==> src/rtl/uart_tx_fifo.sv <==
// UART transmitter fed by a small transmit FIFO; frames are 8N1-style with
// optional parity (macro UART_TX_PARITY_EN) and one or two stop bits.
// Ports: sysclk clock; reset sync active-high; parity_i/stop2_i frame format
// (latched per frame); wr_en_i/wr_data_i FIFO write; full_o/empty_o/level_o
// FIFO status; ovf_o sticky dropped-write flag; busy_o FSM active;
// tx_end_o last cycle of a frame; tx_o registered serial line (idle high).
module uart_tx_fifo #(
    parameter int N     = 8,
    parameter int DIV   = 10,
    parameter int DEPTH = 4
) (
    input  logic                     sysclk,
    input  logic                     reset,
    input  logic [1:0]               parity_i,
    input  logic                     stop2_i,
    input  logic                     wr_en_i,
    input  logic [N-1:0]             wr_data_i,
    output logic                     full_o,
    output logic                     empty_o,
    output logic [$clog2(DEPTH):0]   level_o,
    output logic                     ovf_o,
    output logic                     busy_o,
    output logic                     tx_end_o,
    output logic                     tx_o
);

    localparam int AW = $clog2(DEPTH);
    localparam int LW = AW + 1;
    localparam int CW = $clog2(DIV);

    typedef enum logic [2:0] {
        IDLE,
        START,
        DATA,
`ifdef UART_TX_PARITY_EN
        PARITY,
`endif
        STOP
    } state_t;

    logic [N-1:0]  mem [DEPTH];
    logic [AW-1:0] wr_ptr, rd_ptr;
    logic [LW-1:0] count;
    logic          push, pop;

    state_t        state_q, state_n;
    logic [CW-1:0] cyc_q, cyc_n;
    logic [3:0]    bit_q, bit_n;
    logic [N-1:0]  data_q, data_n;
    logic          stop2_q, stop2_n;
    logic          last_cyc;
    logic          tx_d;
`ifdef UART_TX_PARITY_EN
    logic          par_en_q, par_en_n;
    logic          par_bit_q, par_bit_n;
`else
    logic          unused_parity;
    assign unused_parity = ^parity_i;
`endif

    assign full_o   = (count == LW'(DEPTH));
    assign empty_o  = (count == '0);
    assign level_o  = count;
    assign busy_o   = (state_q != IDLE);
    assign push     = wr_en_i && !full_o;
    assign last_cyc = (cyc_q == CW'(DIV - 1));

    always_ff @(posedge sysclk) begin
        if (push && !reset) begin
            mem[wr_ptr] <= wr_data_i;
        end
    end

    always_ff @(posedge sysclk) begin
        if (reset) begin
            wr_ptr <= '0;
            rd_ptr <= '0;
            count  <= '0;
            ovf_o  <= 1'b0;
        end else begin
            if (push) wr_ptr <= wr_ptr + 1'b1;
            if (pop)  rd_ptr <= rd_ptr + 1'b1;
            if (push && !pop) begin
                count <= count + 1'b1;
            end else if (pop && !push) begin
                count <= count - 1'b1;
            end
            // A write against a full FIFO is lost even if a pop frees a slot
            if (wr_en_i && full_o) ovf_o <= 1'b1;
        end
    end

    always_ff @(posedge sysclk) begin
        if (reset) begin
            state_q   <= IDLE;
            cyc_q     <= '0;
            bit_q     <= '0;
            data_q    <= '0;
            stop2_q   <= 1'b0;
            tx_o      <= 1'b1;
`ifdef UART_TX_PARITY_EN
            par_en_q  <= 1'b0;
            par_bit_q <= 1'b0;
`endif
        end else begin
            state_q   <= state_n;
            cyc_q     <= cyc_n;
            bit_q     <= bit_n;
            data_q    <= data_n;
            stop2_q   <= stop2_n;
            tx_o      <= tx_d;
`ifdef UART_TX_PARITY_EN
            par_en_q  <= par_en_n;
            par_bit_q <= par_bit_n;
`endif
        end
    end

    always_comb begin
        state_n   = state_q;
        cyc_n     = cyc_q;
        bit_n     = bit_q;
        data_n    = data_q;
        stop2_n   = stop2_q;
        pop       = 1'b0;
        tx_end_o  = 1'b0;
        tx_d      = 1'b1;
`ifdef UART_TX_PARITY_EN
        par_en_n  = par_en_q;
        par_bit_n = par_bit_q;
`endif
        if (state_q != IDLE) begin
            cyc_n = last_cyc ? '0 : cyc_q + 1'b1;
        end

        case (state_q)
            START: begin
                if (last_cyc) begin
                    state_n = DATA;
                    bit_n   = '0;
                end
            end
            DATA: begin
                if (last_cyc) begin
                    if (bit_q == 4'(N - 1)) begin
                        bit_n   = '0;
`ifdef UART_TX_PARITY_EN
                        state_n = par_en_q ? PARITY : STOP;
`else
                        state_n = STOP;
`endif
                    end else begin
                        bit_n  = bit_q + 1'b1;
                        data_n = data_q >> 1;
                    end
                end
            end
`ifdef UART_TX_PARITY_EN
            PARITY: begin
                if (last_cyc) begin
                    state_n = STOP;
                    bit_n   = '0;
                end
            end
`endif
            STOP: begin
                if (last_cyc) begin
                    if (bit_q == {3'b000, stop2_q}) begin
                        tx_end_o = 1'b1;
                        state_n  = IDLE;
                        bit_n    = '0;
                    end else begin
                        bit_n = bit_q + 1'b1;
                    end
                end
            end
            default: ;
        endcase

        // Reload straight from the last stop cycle so frames run back-to-back
        if ((state_q == IDLE || tx_end_o) && !empty_o) begin
            pop     = 1'b1;
            state_n = START;
            cyc_n   = '0;
            bit_n   = '0;
            data_n  = mem[rd_ptr];
            stop2_n = stop2_i;
`ifdef UART_TX_PARITY_EN
            par_en_n  = (parity_i == 2'b01) || (parity_i == 2'b10);
            par_bit_n = (^mem[rd_ptr]) ^ (parity_i == 2'b10);
`endif
        end

        // tx_o is registered, so it is driven from the state being entered
        case (state_n)
            START:   tx_d = 1'b0;
            DATA:    tx_d = data_n[0];
`ifdef UART_TX_PARITY_EN
            PARITY:  tx_d = par_bit_n;
`endif
            default: tx_d = 1'b1;
        endcase
    end

endmodule

==> config.mk <==
export PLATFORM = sky130hd
export DESIGN_NAME = uart_tx_fifo
export DESIGN_NICKNAME = d
export VERILOG_FILES = /design/src/rtl/uart_tx_fifo.sv
export SDC_FILE = /design/constraint.sdc
export NUM_CORES = 1
export LEC_CHECK = 0
export BUFFER_PORTS_ARGS = -buffer_cell sky130_fd_sc_hd__buf_2
export CORE_MARGIN = 8
export CORE_UTILIZATION = 48
export DETAILED_ROUTE_END_ITERATION = 8
export PLACE_DENSITY = 0.72
export SETUP_SLACK_MARGIN = 0.2
export SLEW_MARGIN = 20
export SYNTH_ARGS = -nofsm -noshare
export SYNTH_HDL_FRONTEND = slang
export SYNTH_SLANG_ARGS = --single-unit
export TNS_END_PERCENT = 50
==> constraint.sdc <==
create_clock -name sysclk -period 2.6 [get_ports sysclk]
set_input_delay 0.13 -clock sysclk [delete_from_list [all_inputs] [get_ports sysclk]]
set_output_delay 0.13 -clock sysclk [all_outputs]
set_load 0.02 [all_outputs]
# Word-level counts from Yosys, hierarchy flattened
# Memory sizes are Yosys's and may differ from the RTL's. A register that Yosys moved wholly into a read port is not among the register bits.
# Index checks and enable logic that the tools add are counted.
word_totals:
  reg_bits: 29
  ram_bits: 32
  output_inout_bits: 9
  memories: 1
memory_table:
  columns: ["name", "depth", "word_bits", "read_ports", "rd_ports_with_merged_regs", "wr", "line_no", "rtl"]
  rows:
  - ["mem", 4, 8, 1, 1, 1, "41", "logic [N-1:0] mem [DEPTH];"]
classes:
  n_addsub: 6
  n_eq_ne: 13
  muxes: 29
  reduce_logical: 22
op_table:
  columns: ["op", "n"]
  rows:
  - ["$mux 8", 4]
  - ["$mux 3", 8]
  - ["$mux 4", 6]
  - ["$pmux 4 s3", 1]
  - ["$eq 3x2->1 const B", 3]
  - ["$pmux 3 s3", 1]
  - ["$add 4x1->4 const B", 2]
  - ["$eq 3x1->1 const B", 2]
  - ["$logic_and 1x1->1", 6]
  - ["$logic_not 3->1", 2]
  - ["$mux 1", 6]
  - ["$ne 2x2->1 const B", 3]
  - ["$reduce_bool 2->1", 3]
  - ["$reduce_bool 3->1", 2]
  - ["$logic_not 1->1", 5]
  - ["$add 2x1->2 const B", 2]
  - ["$eq 4x1->1", 1]
  - ["$eq 4x3->1 const B", 1]
  - ["$eq 4x4->1 const B", 1]
  - ["$mux 2", 2]
  - ["$reduce_and 4->1", 1]
  - ["$add 3x1->3 const B", 1]
  - ["$eq 3x3->1 const B", 1]
  - ["$reduce_and 3->1", 1]
  - ["5 further kinds", 5]

# Logic depth before layout (Yosys ltp)
logic_depth:
  ltp_word: 10
  ltp_mapped: 11

# Worst setup path after synthesis
# No wires, ideal clock.
synth_timing:
  kind: "flip-flop to flip-flop"
  from: "register count[0], in the netlist level_o[0]"
  to: "register count[2], in the netlist level_o[2]"
  setup_time_ps: 70
  arrival_time_ps: 2653
  setup_slack_ps: -124
  path_stages_with_launch: 11
  n_path_buf: 1
  synth_period_minus_slack_ps: 2724
  path_cell_list: "dfxtp_1 > nor3_1 > nor2_1 > o21ai_2 > buf_2 > ha_1 > inv_1 > fa_1 > xor2_1 > or3_1 > a21oi_1"
synth_via:
  elab_chain_cells: 7
synth_rtl:
  columns: ["item", "line_no", "rtl"]
  rows:
  - ["start, declared", "43", "logic [LW-1:0] count;"]
  - ["start signal, assigned", "84", "count <= count + 1'b1;"]
  - ["start signal, assigned", "86", "count <= count - 1'b1;"]
  - ["$logic_not 3->1 *", "62", "assign empty_o = (count == '0);"]
  - ["named net empty_o", "19", "output logic empty_o,"]
  - ["$logic_not 1->1 *", "181", "if ((state_q == IDLE || tx_end_o) && !empty_o) begin"]
  - ["$logic_and 1x1->1 *", "181", null]
  - ["$mux 1 *", "181", null]
  - ["$logic_not 1->1", "83", "if (push && !pop) begin"]
  - ["$logic_and 1x1->1", "83", null]
  - ["$mux 3 / $reduce_bool 2->1 (equally long branches)", null, null]
# Mark *: on every way through the listed nets, which the timed path passes. The rest lies on a longest branch. The select of a mux whose other input is x is not followed.
# A chain may end at the register's enable or synchronous reset.

# Worst setup path after layout
layout_timing:
  from: "register bit_q[1]"
  to: "register count[2], in the netlist level_o[2]"
layout_via:
  elab_chain_cells: 10
layout_rtl:
  columns: ["item", "line_no", "rtl"]
  rows:
  - ["start, declared", "48", "logic [3:0] bit_q, bit_n;"]
  - ["start signal, assigned", "108", "bit_q <= bit_n;"]
  - ["$eq 4x1->1 *", "168", "if (bit_q == {3'b000, stop2_q}) begin"]
  - ["$mux 1 *", "168", null]
  - ["$mux 1 *", "167", "if (last_cyc) begin"]
  - ["$mux 1 *", "136", "case (state_q)"]
  - ["$logic_or 1x1->1 *", "181", null]
  - ["$logic_and 1x1->1 *", "181", null]
  - ["$mux 1 *", "181", null]
  - ["$logic_not 1->1", "83", null]
  - ["$logic_and 1x1->1", "83", null]
  - ["$mux 3 / $reduce_bool 2->1 (equally long branches)", null, null]
# Mark *: on every way between the ends. The rest lies on a longest branch, timed or not.

==> metrics <==
count of pins over their slew limit 0; status finished, final reports clean; wirelength, routed ~4.6 mm; Clock Path Buffers 2; drc violations 0; Nets 270; data required time of the critical path approximately 2900 ps; tightest slew margin relative to the limit roughly two thirds; Clock H-tree levels 3; clock tree from TritonCTS built; Met2 Wirelength 2.189 mm; top layer in use met4; Die H 91.07 µm; post-synthesis area per instance about 13 µm²; post-route cell area around 0.0032 mm²; cell class contributing the biggest share of worst-path delay simple AND/OR/NAND/NOR gates; vias in the first global route roughly 1600; iteration count of the initial detailed-routing pass 4; clock-pin slew of the registers on the worst-case setup and hold paths 70 ps; EDFF count, synth 32; Post-Route Utilization 58.00%; core region area roughly 0.0055 mm²; gr usage total 11.59%; post-synthesis sequential area ratio between 50 and 60%; leading area contributor after synthesis edfxtp_1; Buf/Inv on CP 1; fin crit share between 80% and 90%; main flop type after synthesis edfxtp_1; row cnt 27; Yosys warning total 0; routability cong. about 0.76; Final min period 2248 ps; vias per cell 5.236; CP endpoint kind register; Sum Neg Setup Slack 0 ps; Worst Skew 8.820 ps; Hold Crit Class input pin to register; crit path DAT approximately 2500 ps; CP max stage delay around 580 ps; gr ovfl total 0; Setup CP Type register to register; antenna violations before repair 0; RSZ-0062 raised after global routing true; fmax 444.8 MHz; endpoints failing hold 0; asr flop ratio synth 0%; pin count of the biggest net entering global routing 25; PwrDens 912.5 mW/mm²; flop2flop setup slack 350 ps; Cells after Synth about 220; Worst Tran Pin Value around 520 ps; share of cells above drive strength 1 22.05%; clock sink count 63; crit path cell chain or4b_4, nor4_4, o21ai_2, ha_1, inv_1, fa_1, xor2_1, or3_1, a21oi_1; post-DR wirelength/cell between 10 and 15 µm; CTS Buf Count 9; Yosys cell types 42; ranking of synthesized cells by area edfxtp_1 36%, dfxtp_1 23%, mux4_2 6.7%; DRT antenna net count 0; mapped cell area ~0.0027 mm²; dpl hpwl approximately 3.1 mm; first-pass GRT wire length slightly below 8 mm; register area roughly 0.0016 mm²; number of I/O port buffers 20; final hold slack around 16 ps; met3 routed WL between 100 and 150 µm; share of the synthesized area in the top cell type between 30% and 40%; total chip power slightly below 3000 µW; DR iter-0 viols around 110; CP max stage cell or4b_4; met1 wire length between 2 and 2.5 mm; post-synth net total between 200 and 250; multi-input logic area 0.001085 mm²; initial core utilization about half; max-capacitance violation count 0; die width 91.07 µm; P&R area growth vs syn 17.34%; startpoint types register; Clk Latency, worst-skew pair around 340 ps; vias between 1500 and 2000; VDD IR-drop max ~460 µV; Synth Register Bits 63; die area 0.008294 mm²; number of diodes 0; dpl cell area ~0.0029 mm²; CTS root buffer clkbuf_8; # IOs 23; Fillers about 460; endpoints failing setup 0; Lkg Pwr 0.001205 µW; CP Max Fanout 5
synthesized netlist by cell type (5+ instances only):
cell type  instances
a211oi_1           7
a21oi_1           10
clkbuf_1           5
dfxtp_1           31
edfxtp_1          32
ha_1               6
inv_1              7
mux2i_1           10
mux4_2             8
nor2_1            27
nor2b_1            7
o21ai_0            7
or3_1              5
state kept, by name (all words and copies together), names as in the netlist, named ones only:
| name | flops |
|---|---|
| wr_ptr | 2 |
| rd_ptr | 2 |
| tx_o | 1 |
| level_o | 3 |
| bit_q | 4 |
| state_q | 3 |
| data_q | 8 |
| ovf_o | 1 |
| mem | 32 |
| stop2_q | 1 |
| cyc_q | 4 |
area by class of cell:
type                    instances  share of cell area (%)
clock buffers                   9                   3.902
repair buffers                 32                   6.622
well taps                      72                   2.838
clock inverters                 7                   1.774
inverters                       7                  0.8278
multi-input cells             136                   34.17
flip-flops and latches         63                   49.86
stage by stage:
step,setup slack (ps),instances
2_1_floorplan,214.0,216
3_3_place_gp,357.6,301
3_5_place_dp,294.2,301
4_1_cts,267.5,325
5_1_grt,194.3,326
6_report,351.8,326
cell usage in the layout (no fill, tap or decap), types with 4 or more instances in the layout:
cell	instances
a21oi_1	10
and2_1	4
nand3_1	4
mux2i_1	10
inv_1	7
o21ai_0	7
nand2_1	4
dlygate4sd3_1	8
edfxtp_1	32
or3_1	5
nor2_1	27
mux4_2	8
ha_1	6
clkbuf_8	9
buf_4	4
nor2b_1	7
a211oi_1	7
dfxtp_1	30
buf_2	20
cells by family after synthesis:
kind of cell | share of synthesized area, %
flops | 58.46
mux | 10.36
compound gates | 7.678
simple gates | 15.26
fa+ha+maj | 3.515
buf+inv | 2.775
xor+xnor | 1.943
path summary, 6_finish.rpt:
kind / cells past startpoint / start / end
setup reg to reg: 9 / bit_q[1] / level_o[2]
setup / recovery: 9 / bit_q[1] / level_o[2]
hold / removal: 3 / stop2_i / stop2_q
hold reg to reg: 2 / ovf_o / ovf_o
layer usage:
metal,GRT usage (%),up-vias
met5,0,-
met4,7.367,0
met3,3.539,11
met2,17.78,29
met1,13.91,806
li1,-,861
repair_timing:
action                     in CTS  in global routing
gates resized for setup         0                  3
hold endpoints to repair       29                  0
setup endpoints to repair       0                  1
hold buffers                    8                  0
setup buffers                   0                  1
worst min-delay path, cell delays in order:
cell and delay, ps:
buf_2 70, mux2i_1 50, nor2_1 70
where the power goes:
group          internal, µW  total [µW]  leakage, µW  switching [µW]
logic                   372         789     0.000569             417
clock network           357         777    0.0000906             421
registers              1200        1330     0.000545             130
No activity file was read; power rests on OpenSTA's default activity.
